===== config.mk =====
export PLATFORM = sky130hd
export DESIGN_NAME = apb_completer_regs
export DESIGN_NICKNAME = d
export VERILOG_FILES = /design/src/rtl/apb_pkg.sv /design/src/rtl/apb_completer_regfile.sv /design/src/rtl/apb_completer_regs.sv
export SDC_FILE = /design/constraint.sdc
export NUM_CORES = 1
export LEC_CHECK = 0
export CAP_MARGIN = 40
export CORE_MARGIN = 3
export CORE_UTILIZATION = 55
export DETAILED_ROUTE_END_ITERATION = 7
export PLACE_DENSITY = 0.74
export REMOVE_ABC_BUFFERS = 1
export SYNTH_ARGS = -nofsm -noshare
export SYNTH_HDL_FRONTEND = slang
export SYNTH_HIERARCHICAL = 1
export SYNTH_SLANG_ARGS = --single-unit

===== constraint.sdc =====
create_clock -name pclk -period 5.2 [get_ports pclk]
set_input_delay 0.52 -clock pclk [delete_from_list [all_inputs] [get_ports pclk]]
set_output_delay 0.52 -clock pclk [all_outputs]
set_load 0.005 [all_outputs]

===== src/rtl/apb_pkg.sv =====
// Shared APB completer types: FSM states, error-cause encodings, region permission decode.
// Pure declarations, no latency or flow control of its own.
package apb_pkg;

    typedef enum logic [1:0] {
        IDLE,
        ACCESS,
        ABORT
    } apb_cmp_state_e;

    // One-hot error causes; the completer ORs them into a cause vector.
    localparam logic [3:0] ERR_UNALIGNED = 4'b0001;
    localparam logic [3:0] ERR_RANGE     = 4'b0010;
    localparam logic [3:0] ERR_PROT      = 4'b0100;
    localparam logic [3:0] ERR_RO        = 4'b1000;

    function automatic logic [2:0] req_pprot(input logic [63:0] addr, input int unsigned region_lsb);
        return addr[region_lsb +: 3];
    endfunction

endpackage


===== src/rtl/apb_completer_regfile.sv =====
// Byte-strobed register file: one synchronous write port, combinational read.
// Word 0 is a read-only ID constant; writes to it are dropped.
module apb_completer_regfile #(
    parameter int unsigned             DATA_WIDTH = 32,
    parameter int unsigned             NUM_REGS   = 16,
    parameter logic [DATA_WIDTH-1:0]   ID_VALUE   = 32'hA9B0_0001,
    localparam int unsigned            IDX_W      = $clog2(NUM_REGS)
) (
    input  logic                    clk_i,
    input  logic                    reset_i,
    input  logic                    we_i,
    input  logic [IDX_W-1:0]        widx_i,
    input  logic [DATA_WIDTH-1:0]   wdata_i,
    input  logic [DATA_WIDTH/8-1:0] wstrb_i,
    input  logic [IDX_W-1:0]        ridx_i,
    output logic [DATA_WIDTH-1:0]   rdata_o
);

    logic [DATA_WIDTH-1:0] mem_q [1:NUM_REGS-1];

    always_ff @(posedge clk_i) begin
        if (reset_i) begin
            for (int i = 1; i < NUM_REGS; i++) begin
                mem_q[i] <= '0;
            end
        end else if (we_i && widx_i != '0) begin
            for (int b = 0; b < DATA_WIDTH / 8; b++) begin
                if (wstrb_i[b]) begin
                    mem_q[widx_i][b*8 +: 8] <= wdata_i[b*8 +: 8];
                end
            end
        end
    end

    assign rdata_o = (ridx_i == '0) ? ID_VALUE : mem_q[ridx_i];

endmodule


===== src/rtl/apb_completer_regs.sv =====
// APB completer over a small register file with alignment/range/PPROT/read-only checks.
// pready rises WAIT_STATES cycles into ACCESS; dropping psel mid-transfer aborts with pslverr.
module apb_completer_regs
    import apb_pkg::*;
#(
    parameter int unsigned           ADDR_WIDTH  = 32,
    parameter int unsigned           DATA_WIDTH  = 32,
    parameter int unsigned           NUM_REGS    = 16,
    parameter int unsigned           REGION_LSB  = 6,
    parameter int unsigned           WAIT_STATES = 1,
    parameter logic [DATA_WIDTH-1:0] ID_VALUE    = 32'hA9B0_0001
) (
    input  logic                    pclk,
    input  logic                    reset,
    input  logic                    psel,
    input  logic                    penable,
    input  logic                    pwrite,
    input  logic [ADDR_WIDTH-1:0]   paddr,
    input  logic [DATA_WIDTH-1:0]   pwdata,
    input  logic [DATA_WIDTH/8-1:0] pstrb,
    input  logic [2:0]              pprot,
    output logic [DATA_WIDTH-1:0]   prdata,
    output logic                    pready,
    output logic                    pslverr
);

    localparam int unsigned IDX_W = $clog2(NUM_REGS);
    localparam int unsigned CNT_W = (WAIT_STATES < 1) ? 1 : $clog2(WAIT_STATES + 1);

    apb_cmp_state_e        state_q;
    logic [CNT_W-1:0]      cnt_q;
    logic [IDX_W-1:0]      idx_q;
    logic                  write_q;
    logic [3:0]            err_cause_q;
    logic                  pready_q;
    logic                  pslverr_q;
    logic [DATA_WIDTH-1:0] prdata_q;

    logic [IDX_W-1:0]      setup_idx;
    logic [2:0]            setup_req;
    logic [3:0]            setup_cause;
    logic [IDX_W-1:0]      cur_idx;
    logic                  cur_write;
    logic                  cur_err;
    logic [DATA_WIDTH-1:0] rf_rdata;
    logic [DATA_WIDTH-1:0] resp_rdata;
    logic                  commit;

    assign setup_idx = paddr[2 +: IDX_W];
    assign setup_req = req_pprot(64'(paddr), REGION_LSB);

    always_comb begin
        setup_cause = '0;
        if (paddr[1:0] != 2'b00)                setup_cause = setup_cause | ERR_UNALIGNED;
        if (|(paddr >> (REGION_LSB + 3)))       setup_cause = setup_cause | ERR_RANGE;
        if ((pprot & setup_req) != setup_req)   setup_cause = setup_cause | ERR_PROT;
        if (pwrite && setup_idx == '0)          setup_cause = setup_cause | ERR_RO;
    end

    // The read port follows the live setup address in IDLE so a zero-wait response is ready at once.
    assign cur_idx    = (state_q == IDLE) ? setup_idx : idx_q;
    assign cur_write  = (state_q == IDLE) ? pwrite : write_q;
    assign cur_err    = (state_q == IDLE) ? (|setup_cause) : (|err_cause_q);
    assign resp_rdata = (!cur_err && !cur_write) ? rf_rdata : '0;

    assign commit = (state_q == ACCESS) && psel && penable && pready_q && write_q && (err_cause_q == '0);

    apb_completer_regfile #(
        .DATA_WIDTH (DATA_WIDTH),
        .NUM_REGS   (NUM_REGS),
        .ID_VALUE   (ID_VALUE)
    ) u_regfile (
        .clk_i   (pclk),
        .reset_i (reset),
        .we_i    (commit),
        .widx_i  (idx_q),
        .wdata_i (pwdata),
        .wstrb_i (pstrb),
        .ridx_i  (cur_idx),
        .rdata_o (rf_rdata)
    );

    always_ff @(posedge pclk) begin
        if (reset) begin
            state_q     <= IDLE;
            cnt_q       <= '0;
            idx_q       <= '0;
            write_q     <= 1'b0;
            err_cause_q <= '0;
            pready_q    <= 1'b0;
            pslverr_q   <= 1'b0;
            prdata_q    <= '0;
        end else begin
            case (state_q)
                IDLE: begin
                    if (psel && !penable) begin
                        state_q     <= ACCESS;
                        idx_q       <= setup_idx;
                        write_q     <= pwrite;
                        err_cause_q <= setup_cause;
                        cnt_q       <= CNT_W'(WAIT_STATES);
                        if (WAIT_STATES == 0) begin
                            pready_q  <= 1'b1;
                            pslverr_q <= |setup_cause;
                            prdata_q  <= resp_rdata;
                        end
                    end
                end
                ACCESS: begin
                    if (!psel) begin
                        state_q   <= ABORT;
                        pready_q  <= 1'b1;
                        pslverr_q <= 1'b1;
                        prdata_q  <= '0;
                    end else if (penable && pready_q) begin
                        state_q   <= IDLE;
                        pready_q  <= 1'b0;
                        pslverr_q <= 1'b0;
                        prdata_q  <= '0;
                    end else if (cnt_q != '0) begin
                        cnt_q <= cnt_q - 1'b1;
                        if (cnt_q == CNT_W'(1)) begin
                            pready_q  <= 1'b1;
                            pslverr_q <= |err_cause_q;
                            prdata_q  <= resp_rdata;
                        end
                    end
                end
                ABORT: begin
                    if (!penable) begin
                        state_q   <= IDLE;
                        pready_q  <= 1'b0;
                        pslverr_q <= 1'b0;
                        prdata_q  <= '0;
                    end
                end
                default: state_q <= IDLE;
            endcase
        end
    end

    assign prdata  = prdata_q;
    assign pready  = pready_q;
    assign pslverr = pslverr_q;

endmodule


==> impl_results.md <==
* Status: completed
* Final GP Congestion at around 0.87
* Final Cycle Share at 69.2%
* LEAKAGE at 10.0 nW
* RSZ-0062 raised after global routing: false
* Kind of critical path: flip-flop to flip-flop
* Worst hold path startpoint: prdata[27]
* First-pass GRT wire length at between 90,000 and 100,000 um
* Die X at 218 um
* Crit path from: state_q[1]
* Final setup margin at roughly 1.6 ns
* Mean Syn Cell Area at 13.8 um^2
* Initial antenna violation count at 0
* Setup_tns at 0 ns
* Primary FF master, synth: edfxtp_1
* Clk sinks at 527
* Avg WL per Cell at 24.3 um
* Fraction of layout cells with a size suffix above 1 at between 10% and 20%
* Peak supply drop at between 0.2 and 0.25 mV
* CP arrival at 4.06 ns
* Initial Util at 56.5%
* Tot GR Track Use at about a quarter
* Largest net degree at the start of global routing at 61
* DR pass1 iterations at 5
* Number of global-route vias before repair at ~15,000
* Top cells by area, synth: edfxtp_1, and2_1, mux4_2, mux2i_1, dfxtp_1
* I/O Pins at 110
* Bufs on Longest Clock Path at 3
* Reg clk slew, reported paths at 0.06 ns
* Seq cells post-synth at 527
* Startpoint types: flip-flop
* Post-route minimum period at 3.60 ns
* Pwr dens at approximately 370 nW/um^2
* Skew final at roughly 0.014 ns
* Syn. warnings at 6
* Die height at 218 um
* Max_cap viols at 0
* Row cnt at 76
* Root Driver: clkbuf_16
* DR iter-0 viols at between 1,500 and 2,000
* Filler cell count at approximately 3,200
* ANT nets after route at 0
* Hold WC Path Type: flip-flop to flip-flop
* DRC at 0
* FMAX at 278 MHz
* Max Slew Vio Count at 0
* GRT overflow at 0
* Final setup fails at 0
* Share of the yosys chip area belonging to registers at 62.3%
* Crit path required time at 5.66 ns
* Slew HR at 35.9%
* Post-CTS setup buffer count at 0
* Die Area at about 47,000 um^2
* Clock tree from TritonCTS: yes
* Synth area leader: edfxtp_1
* Via count at 15,000
* PostCTS Resize Cnt at 0
* DP HPWL at roughly 40,000 um
* Tightest Pin Transition at 0.962 ns
* WHS at 0.459 ns
* Vias per cell at 6.01
* Clk_lat worst skew at 0.60 ns
* N_diodes at 0
* H-Tree Depth at 2
* Hold Vio Cnt, Final at 0
* Worst-path maximum fanout at 45
* Overall routed net length at 60,700 um
* Area Growth Syn to Fin at 13.7%
* Fin nets at 1,945
* Synthesized cell area at 24,700 um^2
* Cells after synthesis at 1,789
* Port bufs at 109
* Hold_buf cts at 0
* Share of the synthesized area in the top cell type at ~60%
* Pre-CTS setup slack at 1.55 ns
* CP Capture Type: flip-flop
* Core ar. at roughly 44,000 um^2
* Post-synth cell types at 53
* Share of flip-flops with an asynchronous set or reset at 0%
* FF-to-FF Start: state_q[1]
* EDFF count, synth at 481
* Num CTS Buffers at 54
cells in the final DEF (no fill, tap or decap), types with 40 or more instances in the layout:
| cell | synthesis | layout |
|---|---|---|
| nor2_1 | 42 | 41 |
| and2_1 | 482 | 482 |
| or2_1 | 40 | 40 |
| nand2_1 | 91 | 91 |
| clkdlybuf4s50_1 | 0 | 108 |
| dfxtp_1 | 46 | 46 |
| mux2i_1 | 95 | 95 |
| mux4_2 | 64 | 64 |
| clkbuf_16 | 0 | 57 |
| edfxtp_1 | 481 | 481 |
flip-flops by register name (all words and copies together) (netlist names):
signal           cells
err_cause_q          4
write_q              1
idx_q                4
u_regfile/mem_q    481
prdata              32
pready               1
cnt_q                1
state_q              2
pslverr              1
layout make-up:
class	instances	area [um^2]	share of cell area, %
sequential	527	15400	54.8
multi-input combinational	1140	8720	31.1
clock buffer	73	1520	5.41
timing repair buffer	127	1250	4.45
tap	585	732	2.61
clock inverter	28	389	1.39
inverter	16	60.1	0.214
Yosys cell counts (all sizes together) (9+ instances only):
cell type,number
nor4,9
edfxtp,481
o2bb2ai,23
nand2,93
a221oi,38
buf,43
a22oi,30
and2,482
mux2i,95
inv,15
mux4,64
a21oi,37
nor2b,9
clkbuf,63
dfxtp,46
nand3,12
o21ai,68
or2,61
nor2,83
critical path, stage by stage, from the launching register on:
cell,delay [ns]
dfxtp_1,0.33
inv_1,0.09
ha_1,0.45
mux2_4,0.73
nor2b_2,0.76
buf_4,0.37
a221oi_1,0.16
a22oi_1,0.19
o21ai_0,0.14
nand2_1,0.14
o21ai_2,0.06
logic make-up after synthesis:
family / synth area share, %
AO/OA/AOI/OAI: 6.22
adder cells (fa/ha/maj): 0.152
buffers and inverters: 2.45
flip-flops: 62.3
multiplexers: 9.98
other: 0.0152
AND/OR/NAND/NOR: 18.9
power by group:
part / internal [mW] / switching (mW)
combinational: 0.529 / 0.869
sequential: 4.75 / 0.0578
clock: 2.54 / 1.59
metal layers:
layer	share of wire (%)	vias up	routed length [um]	track usage, %
met3	7.2	116	4360	3.44
met2	47	664	28700	41.2
met5	0	-	0	0
li1	-	6683	-	-
met4	3.0	0	1820	8.52
met1	43	7540	25800	37.2
stage by stage:
stage          power [mW]  cells  utilization, %  instance area (um^2)
2_1_floorplan        5.79   1683               -                 24100
3_3_place_gp         6.24   2394            59.8                 26100
3_5_place_dp         6.27   2395            59.8                 26100
4_1_cts              10.4   2496            64.2                 28000
5_1_grt              10.7   2496            64.2                 28000
6_report             10.3   2496            64.2                 28000
path summary, 6_finish.rpt:
kind,to,slack (ns),depth (start not counted)
max,prdata[5],1.60,10
min,prdata[27],0.46,2
max reg2reg,prdata[5],1.60,10
min reg2reg,prdata[27],0.46,2
Note: power is estimated with default switching activity, not from simulation.
